===== src/rtl/bus_pkg.sv =====
// Shared types and constants for the data-RAM bus and its arbiter.
package bus_pkg;

    localparam int BUS_ADDR_W = 32;
    localparam int BUS_DATA_W = 32;

    // store_size encodings carried unchanged from master to RAM
    localparam logic [1:0] SIZE_BYTE = 2'b00;
    localparam logic [1:0] SIZE_HALF = 2'b01;
    localparam logic [1:0] SIZE_WORD = 2'b10;

    typedef enum logic [1:0] {
        IDLE   = 2'd0,
        ACC_M0 = 2'd1,
        ACC_M1 = 2'd2
    } arb_state_e;

    // One bus access as presented by a master and held in the grant latch
    typedef struct packed {
        logic                  we;
        logic [BUS_ADDR_W-1:0] addr;
        logic [BUS_DATA_W-1:0] wdata;
        logic [1:0]            size;
    } bus_req_t;

endpackage


===== src/rtl/rr_pick2.sv =====
// Combinational two-way round-robin selector.
// On contention the requester that was NOT granted last wins.
module rr_pick2 (
    input  logic [1:0] req_i,
    input  logic       last_gnt_i,
    output logic       gnt_valid_o,
    output logic       gnt_idx_o
);

    // Pick a winner from the current requests and the previous grant
    always_comb begin
        gnt_valid_o = |req_i;
        gnt_idx_o   = (&req_i) ? ~last_gnt_i : req_i[1];
    end

endmodule


===== src/rtl/bus_arbiter_2m.sv =====
// Two-master round-robin arbiter for the single data-RAM bus.
// Master 0 is the CPU data port, master 1 a DMA/debug loader.
// Each grant gives one ACC cycle with a one-cycle ack; back to IDLE after.
// Optional: define ARB_PERF_CNT_EN for saturating grant/conflict counters.
module bus_arbiter_2m
    import bus_pkg::*;
#(
    parameter int ADDR_W = BUS_ADDR_W,
    parameter int DATA_W = BUS_DATA_W,
    parameter int CNT_W  = 16
) (
    input  logic              clk,
    input  logic              reset,
    input  logic              m0_req,
    input  logic              m0_we,
    input  logic [ADDR_W-1:0] m0_addr,
    input  logic [DATA_W-1:0] m0_wdata,
    input  logic [1:0]        m0_size,
    output logic              m0_ack,
    output logic [DATA_W-1:0] m0_rdata,
    input  logic              m1_req,
    input  logic              m1_we,
    input  logic [ADDR_W-1:0] m1_addr,
    input  logic [DATA_W-1:0] m1_wdata,
    input  logic [1:0]        m1_size,
    output logic              m1_ack,
    output logic [DATA_W-1:0] m1_rdata,
    output logic              bus_we,
    output logic [ADDR_W-1:0] bus_addr,
    output logic [DATA_W-1:0] bus_wdata,
    output logic [1:0]        bus_size,
`ifdef ARB_PERF_CNT_EN
    output logic [CNT_W-1:0]  m0_gnt_cnt,
    output logic [CNT_W-1:0]  m1_gnt_cnt,
    output logic [CNT_W-1:0]  conflict_cnt,
`endif
    input  logic [DATA_W-1:0] bus_rdata
);

    arb_state_e state_q;
    logic       last_gnt_q;
    bus_req_t   lat_q;
    logic [1:0] ack_q;

    logic [1:0] req_vec;
    logic       gnt_valid;
    logic       gnt_idx;
    bus_req_t   sel_d;

    assign req_vec = {m1_req, m0_req};

    rr_pick2 u_pick (
        .req_i       (req_vec),
        .last_gnt_i  (last_gnt_q),
        .gnt_valid_o (gnt_valid),
        .gnt_idx_o   (gnt_idx)
    );

    // Fields of the master that would be granted this cycle
    always_comb begin
        if (gnt_idx) begin
            sel_d = '{we: m1_we, addr: m1_addr, wdata: m1_wdata, size: m1_size};
        end else begin
            sel_d = '{we: m0_we, addr: m0_addr, wdata: m0_wdata, size: m0_size};
        end
    end

    // Arbiter FSM: grant in IDLE, perform the access for exactly one cycle
    always_ff @(posedge clk) begin
        if (reset) begin
            state_q    <= IDLE;
            last_gnt_q <= 1'b1;
            lat_q      <= '0;
            ack_q      <= 2'b00;
        end else begin
            case (state_q)
                IDLE: begin
                    if (gnt_valid) begin
                        state_q    <= gnt_idx ? ACC_M1 : ACC_M0;
                        last_gnt_q <= gnt_idx;
                        lat_q      <= sel_d;
                        ack_q      <= gnt_idx ? 2'b10 : 2'b01;
                    end
                end
                default: begin
                    // Any request still high here is ignored; it is re-seen in IDLE
                    state_q <= IDLE;
                    ack_q   <= 2'b00;
                end
            endcase
        end
    end

    // Bus is driven from the latch; the write strobe only exists in ACC cycles,
    // while address/data/size keep their last latched value between accesses.
    assign bus_we    = lat_q.we & (|ack_q);
    assign bus_addr  = lat_q.addr;
    assign bus_wdata = lat_q.wdata;
    assign bus_size  = lat_q.size;
    assign m0_ack    = ack_q[0];
    assign m1_ack    = ack_q[1];
    // RAM read is combinational from bus_addr, so load data is steered same-cycle
    assign m0_rdata  = ack_q[0] ? bus_rdata : '0;
    assign m1_rdata  = ack_q[1] ? bus_rdata : '0;

`ifdef ARB_PERF_CNT_EN
    logic [CNT_W-1:0] m0_cnt_q, m1_cnt_q, conf_cnt_q;
    logic             in_idle;

    assign in_idle = (state_q == IDLE);

    // Saturating grant and contention counters
    always_ff @(posedge clk) begin
        if (reset) begin
            m0_cnt_q   <= '0;
            m1_cnt_q   <= '0;
            conf_cnt_q <= '0;
        end else begin
            if (in_idle && gnt_valid && !gnt_idx && !(&m0_cnt_q)) begin
                m0_cnt_q <= m0_cnt_q + 1'b1;
            end
            if (in_idle && gnt_valid && gnt_idx && !(&m1_cnt_q)) begin
                m1_cnt_q <= m1_cnt_q + 1'b1;
            end
            if (in_idle && (&req_vec) && !(&conf_cnt_q)) begin
                conf_cnt_q <= conf_cnt_q + 1'b1;
            end
        end
    end

    assign m0_gnt_cnt   = m0_cnt_q;
    assign m1_gnt_cnt   = m1_cnt_q;
    assign conflict_cnt = conf_cnt_q;
`else
    // Counter width only matters when the counters are built
    if (CNT_W > 0) begin : g_no_perf
    end
`endif

endmodule

===== config.mk =====
export PLATFORM = sky130hd
export DESIGN_NAME = bus_arbiter_2m
export DESIGN_NICKNAME = d
export VERILOG_FILES = /design/src/rtl/bus_pkg.sv /design/src/rtl/rr_pick2.sv /design/src/rtl/bus_arbiter_2m.sv
export SDC_FILE = /design/constraint.sdc
export NUM_CORES = 1
export LEC_CHECK = 0
export BUFFER_PORTS_ARGS = -buffer_cell sky130_fd_sc_hd__buf_2
export CORE_AREA = 2 2 118 120
export CTS_CLUSTER_DIAMETER = 60
export DETAILED_ROUTE_END_ITERATION = 16
export DIE_AREA = 0 0 120 122
export SLEW_MARGIN = 0
export SYNTH_ARGS = -nofsm -noshare
export SYNTH_HDL_FRONTEND = slang
export SYNTH_HIERARCHICAL = 1
export SYNTH_SLANG_ARGS = --single-unit

===== constraint.sdc =====
create_clock -name clk -period 1.8 [get_ports clk]
set_clock_uncertainty 0.05 [all_clocks]
set_input_delay 0.36 -clock clk [delete_from_list [all_inputs] [get_ports clk]]
set_output_delay 0.36 -clock clk [all_outputs]
set_load 0.02 [all_outputs]

==> results.yml, run 1 <==
route:
  routed-via-count: 3825
  wl_per_cell_microns: 13.6
  drcViolationCount: 0
  avgViaCountPerCell: 4.45
  route.final.wire_length_mm: 11.7
  drt-initial-drc-count: 196
  detailedRoute.firstPassIterationCount: 4
  route.antenna.remaining_nets: 0
layout:
  n_antenna_cell: 0
  postLayoutCoreUtil_pct: 41.5
  layout.nets: 845
  finish.cell_count_without_fillers: 860
  syn2layout_area_growth_pct: 37.8
  final_layout_size_suffix_gt1_share_pct: 49.9
clocking:
  clk_root_buffer_cell: "clkbuf_16"
  cts_hold_buffers: 0
  cts.clk_slew.worst_paths_ns: 0.06
  tritoncts_clock_tree: "built"
  cts_resized: 0
  insertion_delay_ns: 0.32
  ctsHtreeMaxLevel: 3
  cts_made_buffers: 9
  number_of_buffers_added_for_setup_after_cts: 0
  clock_tree.buffer_depth: 2
  clock_sinks: 70
floorplan:
  die-area_sq_um: 14600
  ios: 303
  die_height_microns: 122
  dieWidth_microns: 120
  placement_rows: 43
  starting_utilization_of_the_core_area_pct: 30.1
  placeableCoreArea_sq_um: 13500
sta:
  final.period_utilization_pct: 94.7
  setup_viol_count_final: 0
  count_of_endpoints_failing_hold_in_the_final_timing_report: 0
  timing_max_transition_violations_final: 0
  transition_time_of_the_tightest_slew_check_pin_ns: 0.530
  final.min_clock_period_ns: 1.70
  upper_clock_frequency_limit_mhz: 587
  slew_headroom_pct: 64.6
  rsz_0062_raised_after_global_routing: "no"
  final_critical_path_setup_slack_ns: 0.0956
setup_path:
  rr_startpoint: "ack_q[1]"
  worst_ep_required_time_ns: 1.39
  critical_path.endpoint_type: "output port"
  first_element_of_the_critical_path: "ack_q[0]"
  worstRegToRegCells: 3
  crit_path_max_fanout: 35
  setup.worst_path.class: "flop to output port"
  crit-reg2reg-capture: "bus_addr[2]"
  crit_path_launch_type: "flop"
  worst_ep_arrival_time_ns: 1.29
  worstSetupEndpoint: "m0_rdata[24]"
  worst_reg_to_reg_setup_slack_ns: 0.14
global_route:
  pin_count_of_the_biggest_net_entering_global_routing: 69
  grt_first_pass_wirelength_mm: 17.5
  grt_pass1_vias: 3555
  grt.total_usage_pct: 14.8
  antenna_found_initial: 0
  grt_remaining_overflow: 0
power:
  power.ir.vdd_worst_v: 0.000409
  total_power_mw: 4.88
  cellPowerDensity_nw_per_um2: 870
  p_leak_nw: 2.87
synthesis:
  share_of_synthesized_area_occupied_by_flip_flops_and_latches_pct: 34.5
  syn_area_per_cell_sq_um: 9.10
  synth.largest_area_cell: "dfxtp_1"
  postSynthNetCount: 617
  yosysTopAreaCellShare_pct: 34.5
  area_contributors_post_synth: "dfxtp_1, mux2i_1, buf_4"
  post_synth_num_cell_types: 19
  netlist_area_sq_um: 4070
  synthCells: 447
  synthesis.yosys.warnings: 6
  synth-seq-cells: 70
run:
  maxCapViolations: 0
place:
  dpl.cell_count: 844
  dpl.hpwl_mm: 8.98
  placement.setup.worst_slack_ns: -0.0291
  portBuffers: 302
  place.gp.congestion: 0.778
hold_path:
  hold_path_class: "primary input to flop"
run_status:
  outcome: "finished clean"
-- cell families (layout without fill, tap and decap cells) --
logic type,count (synthesis),after routing,share of synthesized area (%)
buf+inv,103,336,17.1
mux,67,67,16.5
flops,70,70,34.5
simple gates,137,137,21.1
compound gates,70,70,10.9
-- stage by stage --
| step | hold slack [ns] | TNS (ns) | cell area, sq um |
|---|---|---|---|
| 6_report | 0.282 | 0 | 5610 |
| 5_1_grt | 0.285 | 0 | 5610 |
| 4_1_cts | 0.270 | 0 | 5610 |
| 3_5_place_dp | 0.420 | -0.0758 | 5310 |
| 3_3_place_gp | 0.421 | 0 | 5310 |
| 2_1_floorplan | 0.412 | 0 | 4070 |
-- routing by layer --
| layer | global-route usage, % | vias to the layer above | share of wire (%) |
|---|---|---|---|
| met4 | 3.31 | 0 | 0.49 |
| met5 | 0 | - | 0 |
| met2 | 27.0 | 170 | 52 |
| li1 | - | 1915 | - |
| met3 | 4.73 | 4 | 7.9 |
| met1 | 16.9 | 1736 | 40 |
-- flip-flops by register name (all words and copies together), names as in the netlist --
| name | flops |
|---|---|
| bus_size | 2 |
| ack_q | 2 |
| last_gnt_q | 1 |
| bus_wdata | 32 |
| bus_addr | 32 |
| lat_q | 1 |
-- synth_stat cells --
cell type	n
a21boi_1	1
and2_1	64
buf_1	5
buf_2	4
buf_4	67
buf_6	7
clkbuf_1	19
dfxtp_1	70
inv_1	1
mux2i_1	67
nand2b_1	67
nor2_1	2
nor3b_1	1
o21a_1	1
o22a_1	1
o22ai_1	67
or2_1	1
or2_2	1
or4b_1	1
-- cell type report --
| class | instances | area, sq um |
|---|---|---|
| tap | 180 | 225 |
| fill | 1388 | 7900 |
| sequential | 70 | 1400 |
| timing repair buffer | 319 | 1690 |
| clock buffer | 9 | 225 |
| clock inverter | 7 | 73.8 |
| inverter | 1 | 3.75 |
| multi-input combinational | 274 | 1990 |
-- how the worst min path moves through the flow --
| stage | startpoint | end | slack, ns | cells past startpoint |
|---|---|---|---|---|
| 2_1_floorplan | bus_addr[0] | bus_addr[0] | 0.41 | 2 |
| 3_5_place_dp | bus_addr[29] | bus_addr[29] | 0.42 | 2 |
| 4_1_cts | m1_wdata[27] | bus_wdata[27] | 0.27 | 3 |
| 5_1_grt | m0_wdata[16] | bus_wdata[16] | 0.28 | 3 |
| 6_report | m1_wdata[27] | bus_wdata[27] | 0.28 | 3 |
| 3_3_place_gp | bus_wdata[13] | bus_wdata[13] | 0.42 | 2 |
-- power by group --
group          total, mW  internal (mW)  switching, mW
sequential          1.79           1.71         0.0812
clock               1.75           1.08          0.677
combinational       1.33          0.578          0.751
-- critical path, stage by stage (launching register included) --
cell and delay, ns:
dfxtp_1 0.32, buf_4 0.27, and2_1 0.21, buf_2 0.17
-- cell usage in the layout, fill, tap and decap left out, types with 4 or more instances in the layout --
cell       synthesis  routed
nand2b_1          67      67
buf_4             67      13
and2_1            64      64
mux2i_1           67      67
dfxtp_1           70      70
clkbuf_16          0       9
buf_2              4     302
buf_12             0       4
o22ai_1           67      67
(Power assumes the default switching activity.)
==> run 2, diff against run 1 <==
Settings changed: ABC_AREA set to 1, CORE_AREA 2 2 118 120 to unset, CORE_ASPECT_RATIO set to 1.1, CORE_MARGIN set to 2, CORE_UTILIZATION set to 35, DIE_AREA 0 0 120 122 to unset, PLACE_DENSITY set to 0.68.
==> run 2 against run 1 <==
Count of clock-buffer cells in the layout up 3. Sequential share of layout area is 2.2 points lower. Area after synthesis is 16% higher. Sequential power up 3%. Total power up 8.6%. Register-to-register slack gained 0.23 ns. Worst setup slack got worse by 0.0094 ns. Cell area increased by 9.8%. Routed wire length rose by 17%. Worst hold slack improved by 0.010 ns. Critical path type unchanged. Combinational power rose by 37%. Synthesized cell count grew 93%.
==> results.yml, run 2 <==
sta:
  upper_clock_frequency_limit_mhz: 583
  fin_setup_tns_ns: 0
  count_of_endpoints_failing_hold_in_the_final_timing_report: 0
  rsz_0062_raised_after_global_routing: "no"
  transition_time_of_the_tightest_slew_check_pin_ns: 0.409
  final.min_clock_period_ns: 1.71
  final_critical_path_setup_slack_ns: 0.0861
  slew_headroom_pct: 72.8
  timing_max_transition_violations_final: 0
  setup_viol_count_final: 0
  final.period_utilization_pct: 95.2
synthesis:
  synth_flop_cell: "dfxtp_1"
  synthesis.yosys.warnings: 6
  synth.largest_area_cell: "nand2_1"
  syn_area_per_cell_sq_um: 5.49
  area_contributors_post_synth: "nand2_1, dfxtp_1, buf_4"
  synth-seq-cells: 70
  yosysTopAreaCellShare_pct: 32.0
  postSynthNetCount: 1032
  yosys.cell_count.top_type: "nand2_1"
  share_of_synthesized_area_occupied_by_flip_flops_and_latches_pct: 29.6
  netlist_area_sq_um: 4730
  asyncSetResetFlopFracSynth_pct: 0
  post_synth_num_cell_types: 17
  synth_commonest_cells: "nand2_1, nor2_1, inv_1"
  synthCells: 862
  synth-edff-count: 0
floorplan:
  placeableCoreArea_sq_um: 13200
  die_height_microns: 126
  starting_utilization_of_the_core_area_pct: 35.8
  ios: 303
  die-area_sq_um: 14500
  placement_rows: 44
  dieWidth_microns: 115
global_route:
  grt_remaining_overflow: 0
  grt.total_usage_pct: 18.3
  pin_count_of_the_biggest_net_entering_global_routing: 70
  antenna_found_initial: 0
  grt_first_pass_wirelength_mm: 21.1
  grt_pass1_vias: 4457
layout:
  final_area_sq_um: 6160
  layout.cells.most_common: "nand2_1"
  ff_latch_area_sq_um: 1400
  n_fill_cell: 1504
  postLayoutCoreUtil_pct: 46.6
  layout.cells.most_common_list: "nand2_1, buf_2, nor2_1"
  layout.nets: 1247
  finish.cell_count_without_fillers: 1243
  final_layout_size_suffix_gt1_share_pct: 30.9
  n_antenna_cell: 0
  multi_input_area_sq_um: 2090
  syn2layout_area_growth_pct: 30.2
power:
  p_leak_nw: 4.30
  cellPowerDensity_nw_per_um2: 860
  power.ir.vdd_worst_v: 0.000447
setup_path:
  worst_ep_arrival_time_ns: 1.30
  crit_path_launch_type: "flop"
  setup.worst_path.class: "flop to output port"
  crit_path_max_fanout: 33
  worst_ep_required_time_ns: 1.39
  critical_path.endpoint_type: "output port"
route:
  routed-via-count: 5135
  drt-initial-drc-count: 196
  route.antenna.remaining_nets: 0
  drcViolationCount: 0
  avgViaCountPerCell: 4.13
  detailedRoute.firstPassIterationCount: 4
  route.final.wire_length_mm: 13.8
  wl_per_cell_microns: 11.1
clocking:
  clock_tree.buffer_depth: 2
  clock_sinks: 70
  clk_root_buffer_cell: "clkbuf_16"
  cts.clk_slew.worst_paths_ns: 0.06
  tritoncts_clock_tree: "built"
  cts_made_buffers: 9
  insertion_delay_ns: 0.32
  cts_hold_buffers: 0
  ctsHtreeMaxLevel: 3
place:
  dpl.hpwl_mm: 10.8
  portBuffers: 302
  placement.setup.worst_slack_ns: 0.203
  dpl.cell_count: 1227
  place.gp.congestion: 0.830
  detailed_place.area_sq_um: 5890
run_status:
  outcome: "finished clean"
hold_path:
  hold_path_class: "primary input to flop"
run:
  maxCapViolations: 0
==> run 2: cell count changes after synthesis, moves of 64 or more <==
| cell | delta |
|---|---|
| nand2_1 | +403 |
| nor2_1 | +134 |
| inv_1 | +132 |
| mux2i_1 | -67 |
| nand2b_1 | -67 |
| o22ai_1 | -67 |
| and2_1 | -64 |
==> run 2: what timing repair did <==
action	4_1_cts	5_1_grt
gates resized for setup	0	1
setup endpoints to repair	0	3
buffers inserted	0	0
==> run 2: kinds of logic (layout without fill, tap and decap cells) <==
family / after synthesis / after routing / share of synthesized area, %
buf+inv: 245 / 465 / 26.5
flops: 70 / 70 / 29.6
compound gates: 3 / 3 / 0.317
simple gates: 544 / 544 / 43.6
==> run 2: worst max-delay path: stages (launching register included) <==
cell and delay [ns]:
dfxtp_1 0.45, buf_12 0.22, nand2_1 0.07, inv_1 0.08, buf_2 0.16
==> run 2: routing by layer <==
layer / vias up / global-route usage, % / part of all wire [%]
li1: 2787 / - / -
met4: 0 / 6.17 / 2.2
met1: 2137 / 19.9 / 41
met3: 20 / 4.72 / 7.9
met5: - / 0 / 0
met2: 191 / 33.9 / 49
==> run 2: final cells by class <==
cell class,count,share of cell area [%]
clock buffers,12,4.00
clock inverters,4,0.366
inverters,135,8.23
multi-input cells,547,33.9
flip-flops and latches,70,22.8
well taps,161,3.27
repair buffers,314,27.4
==> run 2: worst paths after layout <==
path | start | to | slack (ns) | cells past startpoint
hold reg to reg | bus_addr[1] | bus_addr[1] | 0.46 | 4
hold / removal | m0_wdata[16] | bus_wdata[16] | 0.29 | 5
setup reg to reg | last_gnt_q | bus_wdata[10] | 0.37 | 6
setup / recovery | ack_q[0] | m0_rdata[25] | 0.09 | 4
==> run 2: power breakdown <==
| part | internal, mW | switching, mW | leakage, nW | total [mW] |
|---|---|---|---|---|
| clock | 0.964 | 0.657 | 0.132 | 1.62 |
| combinational | 0.665 | 1.16 | 3.58 | 1.82 |
| sequential | 1.75 | 0.0998 | 0.582 | 1.85 |
| total | 3.38 | 1.91 | 4.30 | 5.29 |
==> run 2: through the flow <==
step / hold WS (ns) / power, mW
2_1_floorplan: 0.379 / 3.32
3_3_place_gp: 0.444 / 3.71
3_5_place_dp: 0.445 / 3.72
4_1_cts: 0.285 / 5.37
5_1_grt: 0.299 / 5.68
6_report: 0.292 / 5.29
